$ cat config.mk
export PLATFORM = sky130hd
export DESIGN_NAME = fetch_unit
export DESIGN_NICKNAME = d
export VERILOG_FILES = /design/src/rtl/fetch_unit.sv
export SDC_FILE = /design/constraint.sdc
export NUM_CORES = 1
export LEC_CHECK = 0
export BUFFER_PORTS_ARGS = -buffer_cell sky130_fd_sc_hd__buf_2
export CAP_MARGIN = 15
export CORE_MARGIN = 2
export CORE_UTILIZATION = 55
export CTS_BUF_LIST = sky130_fd_sc_hd__clkbuf_8
export DETAILED_ROUTE_END_ITERATION = 6
export MAX_ROUTING_LAYER = met4
export PLACE_DENSITY = 0.85
export REMOVE_ABC_BUFFERS = 1
export SLEW_MARGIN = 20
export SYNTH_ARGS = -nofsm -noshare
export SYNTH_HDL_FRONTEND = slang
export SYNTH_SLANG_ARGS = --single-unit
$ cat constraint.sdc
create_clock -name clock -period 14.76 [get_ports clock]
set_clock_uncertainty 0.1 [all_clocks]
set_input_delay 2.214 -clock clock [delete_from_list [all_inputs] [get_ports clock]]
set_output_delay 2.214 -clock clock [all_outputs]
set_load 0.1 [all_outputs]
$ cat src/rtl/fetch_unit.sv
// Instruction fetch stage: issues sequential requests, holds returns in an in-order prefetch queue.
// Define FETCH_PERF_EN to add saturating perf_fetched / perf_dropped counters.
module fetch_unit #(
    parameter int                  DEPTH    = 4,
    parameter int                  PC_WIDTH = 64,
    parameter logic [PC_WIDTH-1:0] RESET_PC = '0
) (
    input  logic                clock,
    input  logic                reset,
    output logic                imem_req_valid,
    input  logic                imem_req_ready,
    output logic [PC_WIDTH-1:0] imem_req_addr,
    input  logic                imem_resp_valid,
    input  logic [31:0]         imem_resp_data,
    input  logic                stall,
    input  logic                redirect,
    input  logic [PC_WIDTH-1:0] redirect_pc,
    output logic                if_valid,
    output logic [PC_WIDTH-1:0] if_pc,
    output logic [31:0]         if_instruction
`ifdef FETCH_PERF_EN
    ,
    output logic [31:0]         perf_fetched,
    output logic [31:0]         perf_dropped
`endif
);

    localparam int PTR_W = $clog2(DEPTH);
    localparam int CNT_W = PTR_W + 1;
    localparam logic [CNT_W:0] DEPTH_W = (CNT_W + 1)'(DEPTH);

    // Slots between head and fill are filled, between fill and tail are waiting on memory.
    logic [CNT_W-1:0]    head_q, head_d, fill_q, fill_d, tail_q, tail_d;
    logic [CNT_W-1:0]    disc_q, disc_d;
    logic [PC_WIDTH-1:0] fetch_pc_q, fetch_pc_d;
    logic [PC_WIDTH-1:0] pc_q [DEPTH];
    logic [PC_WIDTH-1:0] pc_d [DEPTH];
    logic [31:0]         instr_q [DEPTH];
    logic [31:0]         instr_d [DEPTH];

    logic [CNT_W-1:0] count, filled_cnt, unfilled;
    logic [CNT_W:0]   occ_total;
    logic             accept, deq, drop;

    always_comb begin
        count      = tail_q - head_q;
        filled_cnt = fill_q - head_q;
        unfilled   = tail_q - fill_q;
        occ_total  = {1'b0, count} + {1'b0, disc_q};

        imem_req_valid = !reset && !redirect && (occ_total < DEPTH_W);
        imem_req_addr  = fetch_pc_q;
        accept         = imem_req_valid && imem_req_ready;

        if_valid       = (filled_cnt != '0) && !redirect;
        if_pc          = pc_q[head_q[PTR_W-1:0]];
        if_instruction = instr_q[head_q[PTR_W-1:0]];
        deq            = if_valid && !stall;
        drop           = imem_resp_valid && (redirect || (disc_q != '0));

        fetch_pc_d = fetch_pc_q;
        head_d     = head_q;
        fill_d     = fill_q;
        tail_d     = tail_q;
        disc_d     = disc_q;
        pc_d       = pc_q;
        instr_d    = instr_q;

        if (redirect) begin
            // Every outstanding unfilled slot still owes a response that must be thrown away.
            fetch_pc_d = redirect_pc;
            head_d     = tail_q;
            fill_d     = tail_q;
            disc_d     = disc_q + unfilled - CNT_W'(imem_resp_valid);
        end else begin
            if (accept) begin
                pc_d[tail_q[PTR_W-1:0]] = fetch_pc_q;
                tail_d                  = tail_q + 1'b1;
                fetch_pc_d              = fetch_pc_q + PC_WIDTH'(4);
            end
            if (imem_resp_valid) begin
                if (disc_q != '0) begin
                    disc_d = disc_q - 1'b1;
                end else begin
                    instr_d[fill_q[PTR_W-1:0]] = imem_resp_data;
                    fill_d                     = fill_q + 1'b1;
                end
            end
            if (deq) begin
                head_d = head_q + 1'b1;
            end
        end
    end

    always_ff @(posedge clock or posedge reset) begin
        if (reset) begin
            fetch_pc_q <= RESET_PC;
            head_q     <= '0;
            fill_q     <= '0;
            tail_q     <= '0;
            disc_q     <= '0;
            for (int i = 0; i < DEPTH; i++) begin
                pc_q[i]    <= '0;
                instr_q[i] <= '0;
            end
        end else begin
            fetch_pc_q <= fetch_pc_d;
            head_q     <= head_d;
            fill_q     <= fill_d;
            tail_q     <= tail_d;
            disc_q     <= disc_d;
            pc_q       <= pc_d;
            instr_q    <= instr_d;
        end
    end

`ifdef FETCH_PERF_EN
    logic [31:0] perf_fetched_q, perf_fetched_d;
    logic [31:0] perf_dropped_q, perf_dropped_d;
    logic [32:0] drop_sum;

    // Redirect clears filled slots unseen by decode; they count alongside dropped responses.
    always_comb begin
        perf_fetched_d = perf_fetched_q;
        if (deq && (perf_fetched_q != '1)) begin
            perf_fetched_d = perf_fetched_q + 32'd1;
        end
        drop_sum       = {1'b0, perf_dropped_q} + 33'(drop)
                         + (redirect ? 33'(filled_cnt) : 33'd0);
        perf_dropped_d = drop_sum[32] ? '1 : drop_sum[31:0];
    end

    always_ff @(posedge clock or posedge reset) begin
        if (reset) begin
            perf_fetched_q <= '0;
            perf_dropped_q <= '0;
        end else begin
            perf_fetched_q <= perf_fetched_d;
            perf_dropped_q <= perf_dropped_d;
        end
    end

    assign perf_fetched = perf_fetched_q;
    assign perf_dropped = perf_dropped_q;
`endif

endmodule

==> metrics.cfg, run 1 <==
[timing]
slew_headroom_pct=36.96
fin_crit_ns=6.182
holdWs_ns=0.3801
worstMarginPinSlew_ns=0.9456
hold_violations=0
finalSetupViolations=0
min_period_over_period_pct=41.89
fmax_mhz=161.8
rsz0062_at_grt=false
slew_viol_final=0

[clocking]
cts_tree=done
cts_buffers=76
cts-root-buf=clkbuf_8
clk-insertion-delay-late_ns=0.63
clockBufferDepth=3
cts-resized-gates=0
cts_max_level=3
postCtsSetupBuffers=0
holdBufCountCts=0
cts.clk_slew.worst_paths_ns=0.06
clock_sinks=460

[grt]
antenna_found_initial=10
grt_overflow=0
first_global_vias=15330
track_usage_pct=27.84
grt_pass1_wl_um=85410
grt_max_degree=205

[critical_path]
worstPathRequired_ns=12.45
cp-end-kind=primary output
rrSetupSlack_ns=9.93
crit_path_start_kind=flop
crit_path_max_fanout=46
cp.arrival_ns=3.87
worstSetupPathType=flop to primary output

[floorplan]
num_rows=72
start_util_pct=55.58
die_area_um2=40470
core_area_um2=38470
fp.dieH_um=201.2
die_w_um=201.2
io_pins=264

[placement]
portBuffers=263
place.gp.congestion=0.8229
placed_area_um2=23040
dp_hpwl_um=33330

[synth]
synth_top_family_by_area=multiplexers
synth-compound-area-share_pct=4.577
yosysSeqAreaShare_pct=53.84
yosys.area.top_type=dfrtp_1
yosysUniqueCellTypes=58
synth_flop_cell=dfrtp_1
syn-instance-count=1567
synth_top_area_share_pct=53.84
synthSimpleGateAreaFrac_pct=7.304
ys_warn_count=0
synth_adder_area_share_pct=1.522
synthArstFlopShare_pct=100.0
synthMuxAreaShare_pct=28.89
ys_top_cells_by_area=dfrtp_1 54%, mux2_2 19%, mux4_2 10%
avgSynthCellArea_um2=13.64
synth_seq_cells=460
synth-edff-count=0
synth-xor-area-share_pct=1.106
syn_area_um2=21380

[hold_path]
hold_path_class=flop to flop

[route]
first_iter_violations=1067
ant_nets=0
via_per_inst=6.042
vias=14390
dr.pass1.iters=7
wl_um=53590
drcViolationCount=0
wire_per_inst_um=22.50

[layout]
layout-drive-gt1-share_pct=45.87
nets=1933
fin_area_um2=24560
syn_to_final_growth_pct=14.88

[job]
maxCapViolations=0

[status]
status=finished, final reports clean

-- cells by family after synthesis --
| logic type | count (synthesis) |
|---|---|
| simple gates | 303 |
| fa+ha+maj | 23 |
| mux | 453 |
| compound gates | 156 |
| xor+xnor | 27 |
| flops | 460 |
| buf+inv | 145 |
-- final timing paths --
check,start,end,depth (start not counted)
min reg2reg,pc_q[6],pc_q[6],2
min,pc_q[6],pc_q[6],2
min in group asynchronous,reset,disc_q[0],2
max reg2reg,head_q[1],pc_q[171],11
max,head_q[0],if_pc[23],4
max in group asynchronous,reset,pc_q[106],4
-- Yosys cell counts (6+ instances only) --
cell type	number
nand3_1	39
and4_1	8
or3_1	8
o21ai_0	76
ha_1	18
nand2_1	125
and2_1	10
inv_1	25
a31oi_1	15
nand4_1	28
dfrtp_1	460
a21oi_1	12
a221o_1	6
mux2_2	352
clkbuf_1	60
xnor2_1	18
o311ai_0	7
buf_1	29
buf_2	27
nor2_1	34
o211ai_1	19
xor2_1	9
and3_1	17
mux4_2	96
nor3_1	6
-- final cells by class --
class	instances	area, µm²
Clock buffer	90	1239
Sequential cell	460	11520
Multi-Input combinational cell	962	9323
Tap cell	518	648.1
Inverter	26	105.1
Timing Repair Buffer	282	1514
Clock inverter	33	185.2
Antenna cell	11	27.53
Fill cell	2834	13910
-- placed cells by master, fill, tap and decap left out, drive strengths merged, types with 4 or more instances in the layout --
cell type    n
nand2      125
clkbuf      90
nor2        34
or3          9
o211ai      19
nor4         5
mux2i        5
and2        10
mux4        96
fa           5
o311ai       8
xnor2       18
buf        282
and3        17
a31oi       15
a221o        7
or4          5
nand2b       4
inv         54
nand3       42
xor2         9
mux2       352
and4         8
a21oi       12
dfrtp      460
o21ai       76
nand4       29
ha          18
diode       11
nor3         7
a32oi        5
-- per-layer routing --
layer | global-route usage, % | routed length, µm | up-vias | part of all wire (%)
met5 | - | 0 | - | 0
met4 | 9.365 | 1185 | 0 | 2.2
met3 | 6.446 | 3961 | 93 | 7.4
met2 | 43.49 | 26190 | 574 | 49
met1 | 36.28 | 22250 | 7475 | 42
li1 | - | - | 6249 | -
-- per-stage QoR --
stage	util (%)	setup TNS, ns	setup WS (ns)	instances
floorplan	-	-174.59	-0.3795	1448
global placement	59.91	0	9.168	2246
detailed placement	59.91	0	9.130	2246
CTS	63.61	0	8.424	2369
global route	63.83	0	8.259	2380
finish	63.85	0	8.578	2382
-- flip-flops by register name, indices dropped and copies added, names as in the netlist --
register       count
pc_q             256
instr_q          128
imem_req_addr     64
disc_q             3
fill_q             3
head_q             3
tail_q             3
-- worst max-delay path, cell delays in order (launching register included) --
cell	delay (ns)
dfrtp_4	0.64
buf_4	0.77
buf_4	0.84
mux4_2	0.62
buf_2	0.31
Power of run 1 is not shown: default switching activity piles up to over one toggle a cycle in this logic, so the estimate is an artifact.
==> run 2: changes to the inputs <==
--- a/config.mk
+++ b/config.mk
@@ -12,7 +12,7 @@
 export CTS_BUF_LIST = sky130_fd_sc_hd__clkbuf_8
 export DETAILED_ROUTE_END_ITERATION = 6
 export MAX_ROUTING_LAYER = met4
-export PLACE_DENSITY = 0.85
+export PLACE_DENSITY = 0.82
 export REMOVE_ABC_BUFFERS = 1
 export SLEW_MARGIN = 20
 export SYNTH_ARGS = -nofsm -noshare
==> constraint.sdc (replaced) <==
create_clock -name clock -period 5.75 [get_ports clock]
set_clock_uncertainty 0.1 [all_clocks]
set_input_delay 0.8625 -clock clock [delete_from_list [all_inputs] [get_ports clock]]
set_output_delay 0.8625 -clock clock [all_outputs]
set_load 0.1 [all_outputs]
==> run 2 against run 1 <==
Net effect: final cell count up 0.34%; non-clock buffer count down 4; wire length down 3.8%; via count about the same; register-to-register slack worse by 8.5 ns; global-route usage down 1.1 points; flip-flop and latch count unchanged; largest cell class unchanged; first-iteration DRC count down 12%; utilization up 0.19 points; critical path depth up 5; critical path type unchanged.
==> metrics.cfg, run 2 (synthesis gave the netlist of run 1 again) <==
[hold_path]
hold_path_class=input pin to asynchronous set/reset pin

[timing]
hold_violations=0
rsz0062_at_grt=false
fmax_mhz=222.4
holdWs_ns=0.3318
fin_crit_ns=4.497
min_period_over_period_pct=78.21
slew_headroom_pct=22.93
slew_viol_final=0
worstMarginPinSlew_ns=1.156
finalSetupViolations=0

[placement]
place.gp.congestion=0.8446
dp_hpwl_um=32300
portBuffers=263

[grt]
grt_max_degree=144
grt_overflow=0
first_global_vias=15170
track_usage_pct=26.72
antenna_found_initial=7
grt_pass1_wl_um=82530

[clocking]
clk-insertion-delay-late_ns=0.62
clock_sinks=460
postCtsSetupBuffers=0
cts_tree=done
holdBufCountCts=0
clockBufferDepth=3
cts_buffers=79
cts-root-buf=clkbuf_8
cts_max_level=3
cts.clk_slew.worst_paths_ns=0.06
cts-resized-gates=0

[critical_path]
worstPathRequired_ns=4.79
rr_startpoint=head_q[0]
worstSetupPathType=flop to primary output
cp.arrival_ns=3.53
crit_path_start_kind=flop
crit_path_max_fanout=26
cp-startpoint=head_q[0]
cp-end-kind=primary output

[route]
dr.pass1.iters=5
vias=14390
drcViolationCount=0
wire_per_inst_um=21.56
wl_um=51540
via_per_inst=6.019
first_iter_violations=939
ant_nets=0

[floorplan]
num_rows=72
io_pins=264
start_util_pct=55.58
fp.dieH_um=201.2
die_w_um=201.2
die_area_um2=40470
core_area_um2=38470

[layout]
top_register=pc_q
final_cell_mix=458 x dfrtp_1, 352 x mux2_2, 262 x buf_2
syn_to_final_growth_pct=15.22
fillerInstances=2800
multi_input_area_um2=9314
nets=1932
ff_latch_area_um2=11520
layout-drive-gt1-share_pct=46.57
layout_commonest_cell=dfrtp_1
largest_register_ff_count=256

[status]
status=finished, final reports clean

[job]
maxCapViolations=0

[run 2: through the flow]
step	setup WS, ns	area [µm²]	utilization, %	setup TNS (ns)	instances
finish	1.253	24630	64.04	0	2390
CTS	1.196	24620	64.00	0	2384
global route	1.043	24630	64.04	0	2390
detailed placement	1.525	23040	59.90	0	2244
floorplan	-8.038	20890	-	-4424.68	1448
global placement	1.621	23040	59.90	0	2244
[run 2: area by class of cell]
class                      instances  share of cell area (%)
clock inverter                    39                  0.7568
clock buffer                     101                   5.643
sequential                       460                   46.76
inverter                          26                  0.4267
antenna                            6                 0.06095
tap                              518                   2.631
timing repair buffer             278                   5.912
multi-input combinational        962                   37.81
[run 2: final timing paths]
check / end / slack (ns) / cells after the start
setup / recovery: imem_req_valid / 1.25 / 9
hold / removal: pc_q[191] / 0.33 / 2
setup reg to reg: imem_req_addr[10] / 1.46 / 13
hold reg to reg: pc_q[6] / 0.38 / 2
max in group asynchronous: imem_req_addr[19] / 3.90 / 3
min in group clock: imem_req_addr[22] / 0.35 / 3
[run 2: per-layer routing]
metal  part of all wire, %  vias to the layer above  track usage (%)
met1                    42                     7412            34.54
met5                     0                        -                -
li1                      -                     6275                -
met3                   8.1                      113            7.240
met2                    47                      586            40.55
met4                   3.1                        0            10.56
[run 2: worst max-delay path, stage by stage (launching register included)]
cell and delay, ns:
dfrtp_4 0.76, ha_1 0.24, inv_1 0.05, fa_1 0.37, xor2_1 0.16, xnor2_1 0.13, ha_1 0.19, nor3_1 0.24
and3_1 0.30, buf_2 0.46
Power of run 2 is left out for the same reason.
==> run 3: changes to the inputs <==
--- a/config.mk
+++ b/config.mk
@@ -5,6 +5,7 @@
 export SDC_FILE = /design/constraint.sdc
 export NUM_CORES = 1
 export LEC_CHECK = 0
+export ABC_AREA = 1
 export BUFFER_PORTS_ARGS = -buffer_cell sky130_fd_sc_hd__buf_2
 export CAP_MARGIN = 15
 export CORE_MARGIN = 2
@@ -12,7 +13,7 @@
 export CTS_BUF_LIST = sky130_fd_sc_hd__clkbuf_8
 export DETAILED_ROUTE_END_ITERATION = 6
 export MAX_ROUTING_LAYER = met4
-export PLACE_DENSITY = 0.82
+export PLACE_DENSITY = 0.85
 export REMOVE_ABC_BUFFERS = 1
 export SLEW_MARGIN = 20
 export SYNTH_ARGS = -nofsm -noshare
==> constraint.sdc (replaced) <==
create_clock -name clock -period 3.9 [get_ports clock]
set_clock_uncertainty 0.1 [all_clocks]
set_input_delay 0.585 -clock clock [delete_from_list [all_inputs] [get_ports clock]]
set_output_delay 0.585 -clock clock [all_outputs]
set_load 0.1 [all_outputs]
==> run 3 against run 2 <==
Net effect: wire length increased by 33%; final cell count grew 52%; flip-flop and latch count is the same; highest routed layer unchanged.
==> metrics.cfg, run 3 <==
[critical_path]
worstPathRequired_ns=3.21
cp-startpoint=tail_q[0]
crit_path_start_kind=flop
worstSetupPathType=flop to primary output
crit_path_max_fanout=5
rr_startpoint=tail_q[0]
cp.arrival_ns=3.06
cp-end-kind=primary output

[clocking]
cts_buffers=79
cts-root-buf=clkbuf_8
clock_sinks=460
clockBufferDepth=3
cts.clk_slew.worst_paths_ns=0.07
cts_tree=done
postCtsSetupBuffers=0
clk-insertion-delay-late_ns=0.65
cts_max_level=3

[grt]
grt_overflow=0
grt_pass1_wl_um=108500
antenna_found_initial=1
first_global_vias=20370
track_usage_pct=33.89
grt_max_degree=129

[timing]
fin_crit_ns=3.743
slew_viol_final=0
setup_tns_ns=0
finalSetupViolations=0
rsz0062_at_grt=false
worstMarginPinSlew_ns=0.9193
fmax_mhz=267.1
min_period_over_period_pct=95.99
holdWs_ns=0.07366
slew_headroom_pct=38.71
hold_violations=0

[layout]
syn_to_final_growth_pct=15.17
nets=3167
layout_commonest_cell=nand2_1
layout-drive-gt1-share_pct=13.95
largest_register_ff_count=256
top_register=pc_q
final_cell_mix=757 x nand2_1, 482 x o21ai_0, 458 x dfrtp_1

[route]
wl_um=68320
ant_nets=0
vias=21250
wire_per_inst_um=18.86
first_iter_violations=2449
drcViolationCount=0
via_per_inst=5.865
dr.pass1.iters=6

[placement]
portBuffers=263
dp_hpwl_um=45390
place.gp.congestion=0.9792

[synth]
yosysSeqAreaShare_pct=52.08
ys_top_cells_by_area=dfrtp_1 52%, nand2_1 13%, o21ai_0 11%
synth_adder_area_share_pct=1.472
yosys.area.top_type=dfrtp_1
synthSimpleGateAreaFrac_pct=21.69
synth_most_common_cell=nand2_1
synthArstFlopShare_pct=100.0
synthMuxAreaShare_pct=0
synth_seq_cells=460
syn-instance-count=2827
syn_area_um2=22100
synth-xor-area-share_pct=0.5548
avgSynthCellArea_um2=7.818
ys_warn_count=0
synth_top_area_share_pct=52.08
synth-compound-area-share_pct=17.66
yosysUniqueCellTypes=28
synthTopCellsByCount=763 x nand2_1, 482 x o21ai_0, 460 x dfrtp_1
synth_top_family_by_area=simple AND/OR/NAND/NOR gates
synth-edff-count=0
synth_flop_cell=dfrtp_1

[floorplan]
fp.dieH_um=204.5
die_w_um=204.5
start_util_pct=55.63
io_pins=264
die_area_um2=41810
num_rows=73
core_area_um2=39730

[status]
status=finished, final reports clean

[hold_path]
hold_path_class=input pin to flop
min_from=redirect_pc[0]

[job]
maxCapViolations=0

[run 3: cell families after synthesis]
group / after synthesis
compound gates: 744
xor+xnor: 14
fa+ha+maj: 23
buf+inv: 361
flops: 460
simple gates: 1225
[run 3: worst paths after layout]
path                                endpoint  slack, ns  cells after the start
max                           imem_req_valid       0.16                     12
min                         imem_req_addr[0]       0.07                      3
max reg2reg                        pc_q[251]       0.41                     15
min reg2reg                      instr_q[54]       0.38                      2
max in group asynchronous          head_q[0]       2.13                      4
min in group asynchronous  imem_req_addr[63]       0.52                      3
[run 3: worst max-delay path, stage by stage, from the launching register on]
cell and delay [ns]:
dfrtp_1 0.45, inv_2 0.12, ha_1 0.15, inv_1 0.05, fa_1 0.37, xnor2_1 0.19
xor2_1 0.18, ha_1 0.26, inv_1 0.07, nand2_1 0.06, nor2_1 0.12, and2_1 0.21
buf_12 0.19
[run 3: area by class of cell]
cell class / instances / area [µm²]
timing repair buffer: 301 / 1802
inverter: 194 / 740.7
clock buffer: 95 / 1308
antenna: 1 / 2.502
sequential: 460 / 11520
clock inverter: 41 / 251.5
fill: 3334 / 14280
multi-input combinational: 2006 / 9179
tap: 525 / 656.9
[run 3: layer usage]
| layer | track usage (%) | up-vias | routed length, µm |
|---|---|---|---|
| met5 | - | - | 0 |
| met4 | 14.70 | 0 | 2849 |
| met3 | 6.952 | 216 | 7216 |
| met2 | 51.51 | 1246 | 31140 |
| met1 | 44.28 | 10080 | 27110 |
| li1 | - | 9702 | - |
[run 3: timing repair]
item	4_1_cts	5_1_grt
resized for setup	0	1
hold endpoints to repair	74	0
endpoints found under the setup margin	0	1
hold buffers	1	0
[run 3: through the flow]
| step | setup slack, ns | instance area, µm² | cells | utilization (%) |
|---|---|---|---|---|
| 6_report | 0.1566 | 25460 | 3623 | 64.07 |
| 5_1_grt | 0.002534 | 25460 | 3623 | 64.07 |
| 2_1_floorplan | -9.611 | 21380 | 2660 | - |
| 3_3_place_gp | 0.5634 | 23880 | 3485 | 60.11 |
| 4_1_cts | 0.06840 | 25450 | 3622 | 64.06 |
| 3_5_place_dp | 0.3729 | 23880 | 3485 | 60.11 |
Power of run 3 is left out for the same reason.
